[src/rtl/flap_engine_n.sv]
// Game engine for the VGA obstacle game: player box, N scrolling pipe pairs,
// LFSR gap placement, collision, scoring, IDLE/PLAY/OVER control and the
// combinational pixel colour generated against the registered game state.
module flap_engine_n #(
  parameter int unsigned N_PIPES     = 3,
  parameter int unsigned SPAWN_GAP   = 115,
  parameter int unsigned PIPE_HALF_W = 10,
  parameter int unsigned GAP_HALF    = 40,
  parameter int unsigned BOX_HALF_W  = 5,
  parameter int unsigned BOX_HALF_H  = 6,
  parameter int unsigned PIPE_STEP   = 2,
  parameter int unsigned RISE        = 4,
  parameter int unsigned FALL        = 3,
  parameter int unsigned SIDE_STEP   = 2,
  parameter int unsigned LEFT_B      = 113,
  parameter int unsigned RIGHT_B     = 751,
  parameter int unsigned TOP_B       = 36,
  parameter int unsigned BOT_B       = 514,
  parameter int unsigned SPAWN_X     = 763,
  parameter int unsigned GAP_MIN     = 90,
  parameter int unsigned GAP_MAX     = 460,
  parameter int unsigned SCORE_W     = 8
) (
  input  logic               clkHz,
  input  logic               clr_n,
  input  logic               display_On,
  input  logic [9:0]         h_Counter,
  input  logic [9:0]         v_Counter,
  input  logic               btn_U,
  input  logic               btn_D,
  input  logic               btn_L,
  input  logic               btn_R,
  output logic [3:0]         red,
  output logic [3:0]         green,
  output logic [3:0]         blue,
  output logic               game_Over,
  output logic               playing,
  output logic [SCORE_W-1:0] score
);

  typedef logic [10:0] coord_t;
  typedef enum logic [1:0] {S_IDLE, S_PLAY, S_OVER} state_t;

  localparam coord_t PHW      = coord_t'(PIPE_HALF_W);
  localparam coord_t GH       = coord_t'(GAP_HALF);
  localparam coord_t BHW      = coord_t'(BOX_HALF_W);
  localparam coord_t BHH      = coord_t'(BOX_HALF_H);
  localparam coord_t PSTEP    = coord_t'(PIPE_STEP);
  localparam coord_t RISE_C   = coord_t'(RISE);
  localparam coord_t FALL_C   = coord_t'(FALL);
  localparam coord_t SIDE_C   = coord_t'(SIDE_STEP);
  localparam coord_t LEFT_C   = coord_t'(LEFT_B);
  localparam coord_t RIGHT_C  = coord_t'(RIGHT_B);
  localparam coord_t TOP_C    = coord_t'(TOP_B);
  localparam coord_t BOT_C    = coord_t'(BOT_B);
  localparam coord_t SPAWN_C  = coord_t'(SPAWN_X);
  localparam coord_t GMIN_C   = coord_t'(GAP_MIN);
  localparam coord_t GAP_SPAN = coord_t'(GAP_MAX - GAP_MIN);
  localparam coord_t GAP_WRAP = coord_t'(GAP_MAX - GAP_MIN + 1);
  localparam coord_t FLOOR_Y  = coord_t'(BOT_B - BOX_HALF_H);
  localparam coord_t HOME_X   = 11'd432;
  localparam coord_t HOME_Y   = 11'd271;
  localparam coord_t GC_HOME  = 11'd271;
  localparam logic [15:0] LFSR_SEED = 16'hACE1;
  localparam int SUM_W = SCORE_W + 4;
  localparam logic [SUM_W-1:0] SCORE_MAX = {4'b0000, {SCORE_W{1'b1}}};

  // Fold a 9-bit random value into the legal gap-centre range.
  function automatic coord_t gap_draw(input logic [8:0] r9);
    coord_t r;
    r = {2'b00, r9};
    if (r > GAP_SPAN) r = r - GAP_WRAP;
    return GMIN_C + r;
  endfunction

  state_t               state_q, state_d;
  coord_t               box_x_q, box_x_d, box_y_q, box_y_d;
  coord_t               px_q [N_PIPES];
  coord_t               px_d [N_PIPES];
  coord_t               gc_q [N_PIPES];
  coord_t               gc_d [N_PIPES];
  logic [N_PIPES-1:0]   active_q, active_d, passed_q, passed_d;
  logic [15:0]          tick_q, tick_d;
  logic [SCORE_W-1:0]   score_q, score_d;
  logic [15:0]          lfsr_q, lfsr_d;
  logic                 game_over_q, playing_q;

  coord_t               box_l_q, box_r_q, box_t_q, box_b_q;
  coord_t               box_l_nxt, y_fall;
  logic                 hit;
  logic [3:0]           n_pass;
  logic [SUM_W-1:0]     score_sum;
  coord_t               hpix, vpix;
  logic                 pipe_px, box_px;

  assign box_l_q = box_x_q - BHW;
  assign box_r_q = box_x_q + BHW;
  assign box_t_q = box_y_q - BHH;
  assign box_b_q = box_y_q + BHH;

  // Collision of the registered box against the floor and every active pipe.
  always_comb begin
    hit = (box_b_q >= BOT_C);
    for (int i = 0; i < N_PIPES; i++) begin
      if (active_q[i] && (box_r_q > px_q[i] - PHW) && (box_l_q < px_q[i] + PHW) &&
          !((box_t_q >= gc_q[i] - GH) && (box_b_q <= gc_q[i] + GH)))
        hit = 1'b1;
    end
  end

  // Next-state logic: one game tick of the IDLE/PLAY/OVER machine.
  always_comb begin
    // NOTE: every _d gets its hold value first so no branch can leave a latch.
    state_d   = state_q;
    box_x_d   = box_x_q;
    box_y_d   = box_y_q;
    px_d      = px_q;
    gc_d      = gc_q;
    active_d  = active_q;
    passed_d  = passed_q;
    tick_d    = tick_q;
    score_d   = score_q;
    lfsr_d    = {lfsr_q[14:0], lfsr_q[15] ^ lfsr_q[13] ^ lfsr_q[12] ^ lfsr_q[10]};
    y_fall    = box_y_q + FALL_C;
    box_l_nxt = box_l_q;
    n_pass    = '0;
    score_sum = '0;

    case (state_q)
      S_IDLE: begin
        if (btn_U) begin
          state_d = S_PLAY;
          tick_d  = '0;
        end
      end

      S_PLAY: begin
        if (hit) begin
          state_d = S_OVER;
        end else begin
          if (btn_U && (box_t_q > TOP_C)) box_y_d = box_y_q - RISE_C;
          else                            box_y_d = (y_fall > FLOOR_Y) ? FLOOR_Y : y_fall;

          // Left and right are judged on the current box, so both held cancel.
          if (btn_L && (box_l_q > LEFT_C))  box_x_d = box_x_d - SIDE_C;
          if (btn_R && (box_r_q < RIGHT_C)) box_x_d = box_x_d + SIDE_C;
          box_l_nxt = box_x_d - BHW;

          for (int i = 0; i < N_PIPES; i++) begin
            if (32'(tick_q) >= i * SPAWN_GAP) active_d[i] = 1'b1;
            if (active_d[i]) begin
              if (px_q[i] + PHW > LEFT_C) begin
                px_d[i] = px_q[i] - PSTEP;
              end else begin
                px_d[i]     = SPAWN_C;
                gc_d[i]     = gap_draw(lfsr_q[8:0]);
                passed_d[i] = 1'b0;
              end
              // Passing is judged on the moved pipe against the moved box.
              if (!passed_d[i] && (px_d[i] + PHW < box_l_nxt)) begin
                passed_d[i] = 1'b1;
                n_pass      = n_pass + 4'd1;
              end
            end
          end

          score_sum = SUM_W'(score_q) + SUM_W'(n_pass);
          score_d   = (score_sum > SCORE_MAX) ? {SCORE_W{1'b1}} : score_sum[SCORE_W-1:0];
          tick_d    = (tick_q == 16'hFFFF) ? tick_q : tick_q + 16'd1;
        end
      end

      S_OVER: begin
        if (btn_D) begin
          state_d  = S_IDLE;
          box_x_d  = HOME_X;
          box_y_d  = HOME_Y;
          for (int i = 0; i < N_PIPES; i++) begin
            px_d[i] = SPAWN_C;
            gc_d[i] = GC_HOME;
          end
          active_d = '0;
          passed_d = '0;
          tick_d   = '0;
          score_d  = '0;
        end
      end

      default: state_d = S_IDLE;
    endcase
  end

  // Game state register, cleared asynchronously to the IDLE reset image.
  always_ff @(posedge clkHz or negedge clr_n) begin
    if (!clr_n) begin
      state_q     <= S_IDLE;
      box_x_q     <= HOME_X;
      box_y_q     <= HOME_Y;
      // NOTE: the pipe arrays are ordinary flops, not RAM, so they take the reset image too.
      for (int i = 0; i < N_PIPES; i++) begin
        px_q[i] <= SPAWN_C;
        gc_q[i] <= GC_HOME;
      end
      active_q    <= '0;
      passed_q    <= '0;
      tick_q      <= '0;
      score_q     <= '0;
      lfsr_q      <= LFSR_SEED;
      game_over_q <= 1'b0;
      playing_q   <= 1'b0;
    end else begin
      // NOTE: non-blocking updates so every register samples pre-edge values.
      state_q     <= state_d;
      box_x_q     <= box_x_d;
      box_y_q     <= box_y_d;
      px_q        <= px_d;
      gc_q        <= gc_d;
      active_q    <= active_d;
      passed_q    <= passed_d;
      tick_q      <= tick_d;
      score_q     <= score_d;
      lfsr_q      <= lfsr_d;
      game_over_q <= (state_d == S_OVER);
      playing_q   <= (state_d == S_PLAY);
    end
  end

  assign game_Over = game_over_q;
  assign playing   = playing_q;
  assign score     = score_q;

  assign hpix = {1'b0, h_Counter};
  assign vpix = {1'b0, v_Counter};

  // Pixel colour: pipes and box in black over a white (or red when over) field.
  always_comb begin
    pipe_px = 1'b0;
    for (int i = 0; i < N_PIPES; i++) begin
      if (active_q[i] && (hpix > px_q[i] - PHW) && (hpix < px_q[i] + PHW) &&
          (((vpix > gc_q[i] + GH) && (vpix < BOT_C)) ||
           ((vpix > TOP_C) && (vpix < gc_q[i] - GH))))
        pipe_px = 1'b1;
    end
    box_px = (state_q != S_OVER) && (hpix > box_l_q) && (hpix < box_r_q) &&
             (vpix > box_t_q) && (vpix < box_b_q);
    red   = 4'h0;
    green = 4'h0;
    blue  = 4'h0;
    if (display_On && !(pipe_px || box_px)) begin
      red = 4'hF;
      if (state_q != S_OVER) begin
        green = 4'hF;
        blue  = 4'hF;
      end
    end
  end

endmodule

[config.mk]
export PLATFORM = sky130hd
export DESIGN_NAME = flap_engine_n
export DESIGN_NICKNAME = d
export VERILOG_FILES = /design/src/rtl/flap_engine_n.sv
export SDC_FILE = /design/constraint.sdc
export NUM_CORES = 1
export LEC_CHECK = 0
export ABC_AREA = 1
export BUFFER_PORTS_ARGS = -buffer_cell sky130_fd_sc_hd__buf_4
export CAP_MARGIN = 20
export CORE_MARGIN = 4
export CORE_UTILIZATION = 45
export DETAILED_ROUTE_END_ITERATION = 10
export MAX_ROUTING_LAYER = met4
export PLACE_DENSITY_LB_ADDON = 0.1
export SLEW_MARGIN = 20
export SYNTH_ARGS = -nofsm -noshare
export SYNTH_HDL_FRONTEND = slang
export SYNTH_SLANG_ARGS = --single-unit
[constraint.sdc]
create_clock -name clkHz -period 8.7 [get_ports clkHz]
set_clock_uncertainty 0.15 [all_clocks]
set_input_delay 1.305 -clock clkHz [delete_from_list [all_inputs] [get_ports clkHz]]
set_output_delay 1.305 -clock clkHz [all_outputs]
set_load 0.05 [all_outputs]
Yosys cells after proc, flatten, opt, wreduce, memory -nomap -nowiden
Index checks and enable logic that the tools add are counted.
Widths: inputs -> output; s select.
{ "totals": {"rom_bits": 0, "latch_bits": 0, "regBits": 138, "input_bits": 27, "ram_bits": 0, "n_memories": 0, "out_inout_bits": 22, "word_cells": 296} }
{ "op_classes": {"mux": 119, "order_cmp": 45, "add_sub_neg": 35, "mul": 0, "bitwise": 3, "div": 0, "eq_ne": 16, "shifts": 0, "n_reduce_logical": 60} }
{ "ops": {"columns": ["operator", "n"], "rows": [
  ["$mux 11", 46],
  ["$mux 33", 4],
  ["$pmux 33 s2", 2],
  ["$gt 10x11->1", 8],
  ["$lt 10x11->1", 8],
  ["$add 11x4->11 const B", 6],
  ["$lt 11x11->1", 6],
  ["$mux 16", 4],
  ["$mux 4", 13],
  ["$pmux 16 s3", 1],
  ["$gt 11x7->1 const B", 4],
  ["$pmux 11 s2", 2],
  ["$sub 11x2->11 const B", 4],
  ["$sub 11x3->11 const B", 4],
  ["$logic_and 1x1->1", 38],
  ["$mux 1", 34],
  ["$add 11x6->11 const B", 3],
  ["$add 7x11->11 const A", 3],
  ["$ge 11x11->1", 3],
  ["$gt 11x11->1", 3],
  ["$le 11x11->1", 3],
  ["$sub 11x4->11 const B", 3],
  ["$sub 11x6->11 const B", 3],
  ["$mux 8", 3],
  ["34 further kinds", 70]
]} }

Depth between registers and ports, before layout
Gate-level depths: netlist (run 1).
{ "depth": {"depth_word": 36, "depth_mapped": 56, "mapped_depth_nobuf": 55} }

Least setup slack after synthesis (run 1)
OpenSTA, ideal clock, no wires.
{ "synth_timing": {"path_kind": "reg-to-reg", "startpoint": "register box_x_q[1]", "endpoint": "register score_q[2] (netlist: score[2])", "setup_slack_ps": 2177, "required_ps": 8467, "setup_time_ps": 83, "arrival_ps": 6289, "synth_period_minus_slack_ps": 6523, "path_stages_with_launch": 47, "path_buffers": 1, "cell_sequence": "dfrtp_1 > inv_1 > ha_1 > inv_1 > nand3_1 > nand3_1 > nand3_2 > buf_6 > nand3_4 > nand2_4 > inv_1 > ha_1 > or2_1 > nand2_1 > inv_1 > ha_1 > a21oi_1 > nand3_1 > [11 not listed] > a21oi_1 > ha_1 > nand2_1 > nand2_1 > ha_1 > inv_1 > nand2_1 > o21ai_1 > fa_1 > nor2_1 > o21ai_0 > nor2_1 > nand2_1 > nor2_1 > inv_1 > nor2_1 > a21oi_1 > o21ai_0"} }
{ "synth_via": {"elab_chain_len": 32, "elab_cells_between_ends": 60, "classes_between": "8 x add/sub; 12 x order compare; 1 x eq/ne; 24 x mux; 15 x reduce/logical"} }
{ "synth_lines": {"columns": ["element", "line_no", "rtl"], "rows": [
  ["start: declaration", "77", "coord_t box_x_q, box_x_d, box_y_q, box_y_d;"],
  ["start signal: assignment", "214", "box_x_q <= box_x_d;"],
  ["$sub 11x3->11", "96", "assign box_l_q = box_x_q - BHW;"],
  ["$gt 11x7->1", "145", "if (btn_L && (box_l_q > LEFT_C)) box_x_d = box_x_d - SIDE_C;"],
  ["$logic_and 1x1->1", "145", null],
  ["$mux 11", "145", null],
  ["$mux 11", "138", "if (hit) begin"],
  ["$mux 11", "129", "case (state_q)"],
  ["$add 11x2->11", "146", "if (btn_R && (box_r_q < RIGHT_C)) box_x_d = box_x_d + SIDE_C;"],
  ["$mux 11", "146", null],
  ["[16 not listed]", null, null],
  ["$mux 4", "151", "if (active_d[i]) begin"],
  ["$mux 4", "138", null],
  ["$mux 4", "129", null],
  ["$add 8x4->9", "167", "score_sum = SUM_W'(score_q) + SUM_W'(n_pass);"],
  ["$gt 9x8->1", "168", "score_d = (score_sum > SCORE_MAX) ? {SCORE_W{1'b1}} : score_sum[SCORE_W-1:0];"],
  ["$mux 8", "168", null],
  ["$mux 8", "138", null],
  ["$pmux 8 s2", "129", null],
  ["end signal: assignment", "221", "score_q <= score_d;"],
  ["end: declaration", "84", "logic [SCORE_W-1:0] score_q, score_d;"]
]} }
Several ways; a longest one is shown, not always the timed one. The select of a mux whose other input is x is not followed.
A chain may end at the register's enable or synchronous reset.

Worst setup path in the final report (run 1)
{ "layout_timing": {"startpoint": "register box_x_q[1]", "endpoint": "register score_q[1] (netlist: score[1])"} }
The elaborated chain is that of the path after synthesis.

==> impl_metrics.toml, run 1 <==
[sta]
fmax_mhz = 131
period_minus_slack_ns = 7.63
post-route-period-util_pct = 87.7
hold_viol = 0
setup_viol = 0
slew_headroom_pct = 21.3
maxSlewViolCount = 0
rsz0062_at_grt = "no"
tightest_slew_ns = 1.18
tns_ns = 0
hold_ws_ns = 0.207

[clocking]
clk_pin_slew_ns = 0.07
cts_buffer_depth = 2
cts_tree = "yes"
cts_made_buffers = 17
clkLatencyLatePin_ns = 0.47
cts_max_level = 4
clock_sinks = 137
cts_root_buf = "clkbuf_16"
post_cts_buffers = 0
cts_hold_buf = 0
ctsResizeCount = 0

[worst_setup_path]
reg2reg_setup_slack_ns = 1.07
crit_cells = 45
reg2regPathDepth = 45
regToRegStartpoint = "box_x_q[1]"
path_max_fanout = 13
crit_path_max_incr_delay_ns = 0.64
start_kind = "flop"
worstPathBufferInverterCount = 6
path_class = "flop to flop"
startpoint = "box_x_q[1]"
r2r_end = "score[1]"
cpMostUsedCell = "nand2_1"
endpoint = "score[1]"
crit_arrival_ns = 7.87
cp_slowest_cell = "dfrtp_1"
end_kind = "flop"
crit_family = "simple AND/OR/NAND/NOR gates"
crit_required_ns = 8.93

[grt]
grt_pass1_wl_um = 90200
grt_start_max_net_pins = 88
grt_usage_pct = 28.6
antenna_found_initial = 1
grt.overflow.total = 0
grt_pass1_vias = 16100

[synthesis]
seq_area_frac_synth_pct = 20.1
yosysWarnings = 0
synth_cell_types = 66
synth_edf_count = 0
ys_ff_latch = 137
synth_commonest_cells = "nand2_1, ha_1, inv_1, nor2_1, a21oi_1"
synth_most_common_cell = "nand2_1"
synth-main-ff-cell = "dfrtp_1"
avgSynthCellArea_um2 = 7.23
netlist_instances = 2409
ys_async_sr_fraction_pct = 100
synth_nets = 2757
post-synth-top-area-cell = "ha_1"
synth.area.top_cells = "ha_1, dfrtp_1, nand2_1"
synth_top_area_share_pct = 23.0
syn-cell-area_um2 = 17400

[die]
core.rowCount = 71
die_h_um = 205
die_w_um = 205
die-area_um2 = 41900
ioPinCount = 49
core_um2 = 37900
initial_core_util_pct = 45.9

[place]
gp_congestion = 0.938
placedInstanceArea_um2 = 18300
port_buffers = 48
dp.cells = 2927
dp_hpwl_um = 46400

[routing]
drt_iter0_drc = 1220
wire_per_inst_um = 19.6
wl_um = 57900
ant_nets = 0
first_pass_iters = 5
drc = 0
vias_per_cell = 5.62
via_count = 16600

[cells_and_area]
areaGrowthSynthToFinish_pct = 8.19
final.fill_count = 3835
final_layout_size_suffix_gt1_share_pct = 9.56
stdcell_count = 2960
final_area_um2 = 18900
nets = 2783

[power]
power.leakage_nw = 9.61
powerDensity_nw_per_um2 = 422
ir_drop_mv = 0.167

[outcome]
outcome = "complete, no violations"

[hold_path]
holdCritPathClass = "flop to flop"

[run]
max_cap_viol_count = 0
==> layout make-up <==
cell class	count	area [µm²]	share of cell area, %
multi-input cells	1881	12400	65.8
flip-flops and latches	137	3500	18.6
inverters	341	1280	6.79
well taps	511	639	3.39
clock buffers	19	443	2.35
repair buffers	57	432	2.29
clock inverters	13	159	0.843
diodes	1	2.50	0.0133
==> cells by family after synthesis <==
family / share of synthesized area [%]
AO/OA/AOI/OAI: 15.0
XOR/XNOR: 7.94
adder cells (fa/ha/maj): 23.1
buffers and inverters: 8.79
flip-flops: 20.1
AND/OR/NAND/NOR: 25.1
==> sequential cells by signal, indices dropped and copies added (netlist names) <==
register   flops
px_q          33
box_x_q       10
active_q       3
box_y_q       11
playing        1
game_Over      1
state_q        2
lfsr_q        16
score          8
tick_q        16
gc_q          33
passed_q       3
==> power breakdown <==
part	total, W	leakage, nW	switching [W]	internal (W)
combinational	0.00606	7.66	0.00399	0.00207
clock	0.000780	0.289	0.000342	0.000438
sequential	0.00113	1.66	0.000261	0.000867
total	0.00797	9.61	0.00460	0.00337
==> metrics by stage <==
| stage | util (%) | worst slack (ns) | total power, W |
|---|---|---|---|
| floorplan | - | 2.18 | 0.00541 |
| global placement | 48.1 | 1.23 | 0.00695 |
| detailed placement | 48.1 | 1.10 | 0.00708 |
| CTS | 49.7 | 1.06 | 0.00790 |
| global route | 49.7 | 0.256 | 0.00883 |
| finish | 49.7 | 1.07 | 0.00797 |
==> worst min path at each step <==
stage / from / to / cells after the start
4_1_cts: lfsr_q[14] / lfsr_q[15] / 0
3_3_place_gp: lfsr_q[14] / lfsr_q[15] / 0
3_5_place_dp: lfsr_q[9] / lfsr_q[10] / 0
5_1_grt: lfsr_q[9] / lfsr_q[10] / 0
6_report: lfsr_q[14] / lfsr_q[15] / 0
2_1_floorplan: lfsr_q[9] / lfsr_q[10] / 0
==> per-layer routing <==
metal  global-route usage [%]  share of wire (%)  wire (µm)  up-vias
met4                     9.76                3.1       1800        0
li1                         -                  -          -     8227
met5                        -                  0          0        -
met3                     6.85                7.5       4320      106
met1                     39.0                 47      27500     7807
met2                     41.5                 42      24300      508
==> cell usage in the layout, fill, tap and decap left out, types with 10 or more instances in the layout <==
master	synthesis	final
o22ai_1	30	30
nor3_1	42	42
nand2_2	25	25
inv_2	16	16
nand4_1	61	61
buf_4	10	56
a22oi_1	25	25
xnor2_1	13	13
o31ai_1	10	10
clkbuf_16	0	17
xor2_1	145	145
a211oi_1	11	11
a21o_1	10	10
dfrtp_1	81	81
inv_1	317	317
o21ai_0	128	128
nand3_1	121	121
a21oi_1	151	151
ha_1	320	320
nor4_1	12	12
nand2_1	451	451
dfstp_2	56	56
nor2_1	189	188
Note: power is estimated with default switching activity, not from simulation.
==> inputs of run 2 (changes only) <==
--- a/config.mk
+++ b/config.mk
@@ -13,6 +13,7 @@
 export DETAILED_ROUTE_END_ITERATION = 10
 export MAX_ROUTING_LAYER = met4
 export PLACE_DENSITY_LB_ADDON = 0.1
+export REMOVE_ABC_BUFFERS = 1
 export SLEW_MARGIN = 20
 export SYNTH_ARGS = -nofsm -noshare
 export SYNTH_HDL_FRONTEND = slang
==> run 2 against run 1 <==
  * First-iteration DRC count rose by 7.3%
  * Global-route usage is 0.37 points higher
  * Total power up 0.59%
  * Critical endpoint unchanged
==> impl_metrics.toml, run 2 (synthesis gave the netlist of run 1 again) <==
[sta]
period_minus_slack_ns = 7.88
slew_headroom_pct = 21.9
tightest_slew_ns = 1.16
rsz0062_at_grt = "no"
setup_viol = 0
tns_ns = 0
hold_viol = 0
maxSlewViolCount = 0
post-route-period-util_pct = 90.6
hold_ws_ns = 0.201
fmax_mhz = 127

[routing]
first_pass_iters = 6
via_count = 16800
ant_nets = 0
vias_per_cell = 5.66
wire_per_inst_um = 20.0
drc = 0
drt_iter0_drc = 1309
wl_um = 59200

[die]
core.rowCount = 71
initial_core_util_pct = 45.9
die_w_um = 205
die_h_um = 205
core_um2 = 37900
ioPinCount = 49
die-area_um2 = 41900

[worst_setup_path]
worstPathBufferInverterCount = 9
path_class = "flop to flop"
crit_required_ns = 8.92
start_kind = "flop"
crit_path_max_incr_delay_ns = 0.64
reg2reg_setup_slack_ns = 0.82
cp_slowest_cell = "dfrtp_1"
path_max_fanout = 13
cpMostUsedCell = "nand2_1"
crit_family = "simple AND/OR/NAND/NOR gates"
crit_arrival_ns = 8.10
end_kind = "flop"

[clocking]
ctsResizeCount = 0
cts_made_buffers = 17
clk_pin_slew_ns = 0.07
cts_max_level = 4
cts_buffer_depth = 2
post_cts_buffers = 0
cts_tree = "yes"
cts_hold_buf = 0
clkLatencyLatePin_ns = 0.46
cts_root_buf = "clkbuf_16"
clock_sinks = 137

[power]
ir_drop_mv = 0.161
powerDensity_nw_per_um2 = 425
power.leakage_nw = 9.61

[grt]
grt.overflow.total = 0
grt_start_max_net_pins = 76
grt_usage_pct = 28.9
grt_pass1_vias = 15800
grt_pass1_wl_um = 91200
antenna_found_initial = 2

[outcome]
outcome = "complete, no violations"

[cells_and_area]
final_area_um2 = 18800
multi_input_area_um2 = 12400
final_cell_mix = "nand2_1, ha_1, inv_1"
top_regs = "gc_q: 33 flops, px_q: 33 flops"
areaGrowthSynthToFinish_pct = 8.16
ff_latch_area_um2 = 3500
layout_commonest_cell = "nand2_1"
final_layout_size_suffix_gt1_share_pct = 9.56
final.fill_count = 3821
nets = 2783

[hold_path]
holdCritPathClass = "flop to flop"

[place]
placedInstanceArea_um2 = 18200
gp_congestion = 0.976
port_buffers = 48
dp_hpwl_um = 46900

[run]
max_cap_viol_count = 0
## run 2: cell count changes in the layout (fill, tap and decap cells not counted), sizes merged
cell	delta
inv	+2
clkinv	-2
## run 2: final cells by class
type                    instances  area share (%)
flip-flops and latches        137            18.6
repair buffers                 57            2.28
well taps                     511            3.39
clock buffers                  19            2.35
multi-input cells            1881            65.8
inverters                     341            6.80
clock inverters                13           0.823
diodes                          1          0.0133
## run 2: per-stage QoR
stage | util, % | std cells | power (W) | setup WS, ns
after CTS | 49.7 | 2958 | 0.00795 | 0.851
after floorplan | - | 2359 | 0.00531 | -3.38
after global placement | 48.1 | 2926 | 0.00700 | 1.18
after detailed placement | 48.1 | 2926 | 0.00713 | 0.899
final | 49.7 | 2960 | 0.00801 | 0.816
after global routing | 49.7 | 2960 | 0.00884 | 0.0726
## run 2: metal layers
metal  part of all wire (%)  GRT usage (%)
met1                     49           42.1
met2                     43           42.8
met3                    6.4           3.89
met4                    2.1           6.72
met5                      0              -
## run 2: worst reg2reg max path: cells and delay by family, from the launching register on
family                   cells  cell delay (ns)
AO/OA/AOI/OAI                5             0.62
adder cells (fa/ha/maj)      7             2.26
buffers and inverters        9             0.86
flip-flops                   1             0.64
AND/OR/NAND/NOR             32             3.27
## run 2: report_power, final
group	internal [W]	switching [W]	total, W
Sequential	0.000867	0.000258	0.00112
Combinational	0.00206	0.00405	0.00611
Clock	0.000438	0.000336	0.000774
Total	0.00337	0.00464	0.00801
## run 2: final timing paths
check | start | end | cells after the start
max | box_x_q[1] | score[1] | 53
min | lfsr_q[14] | lfsr_q[15] | 0
max reg2reg | box_x_q[1] | score[1] | 53
min reg2reg | lfsr_q[14] | lfsr_q[15] | 0
max in group asynchronous | clr_n | score[2] | 2
min in group asynchronous | clr_n | gc_q[16] | 1
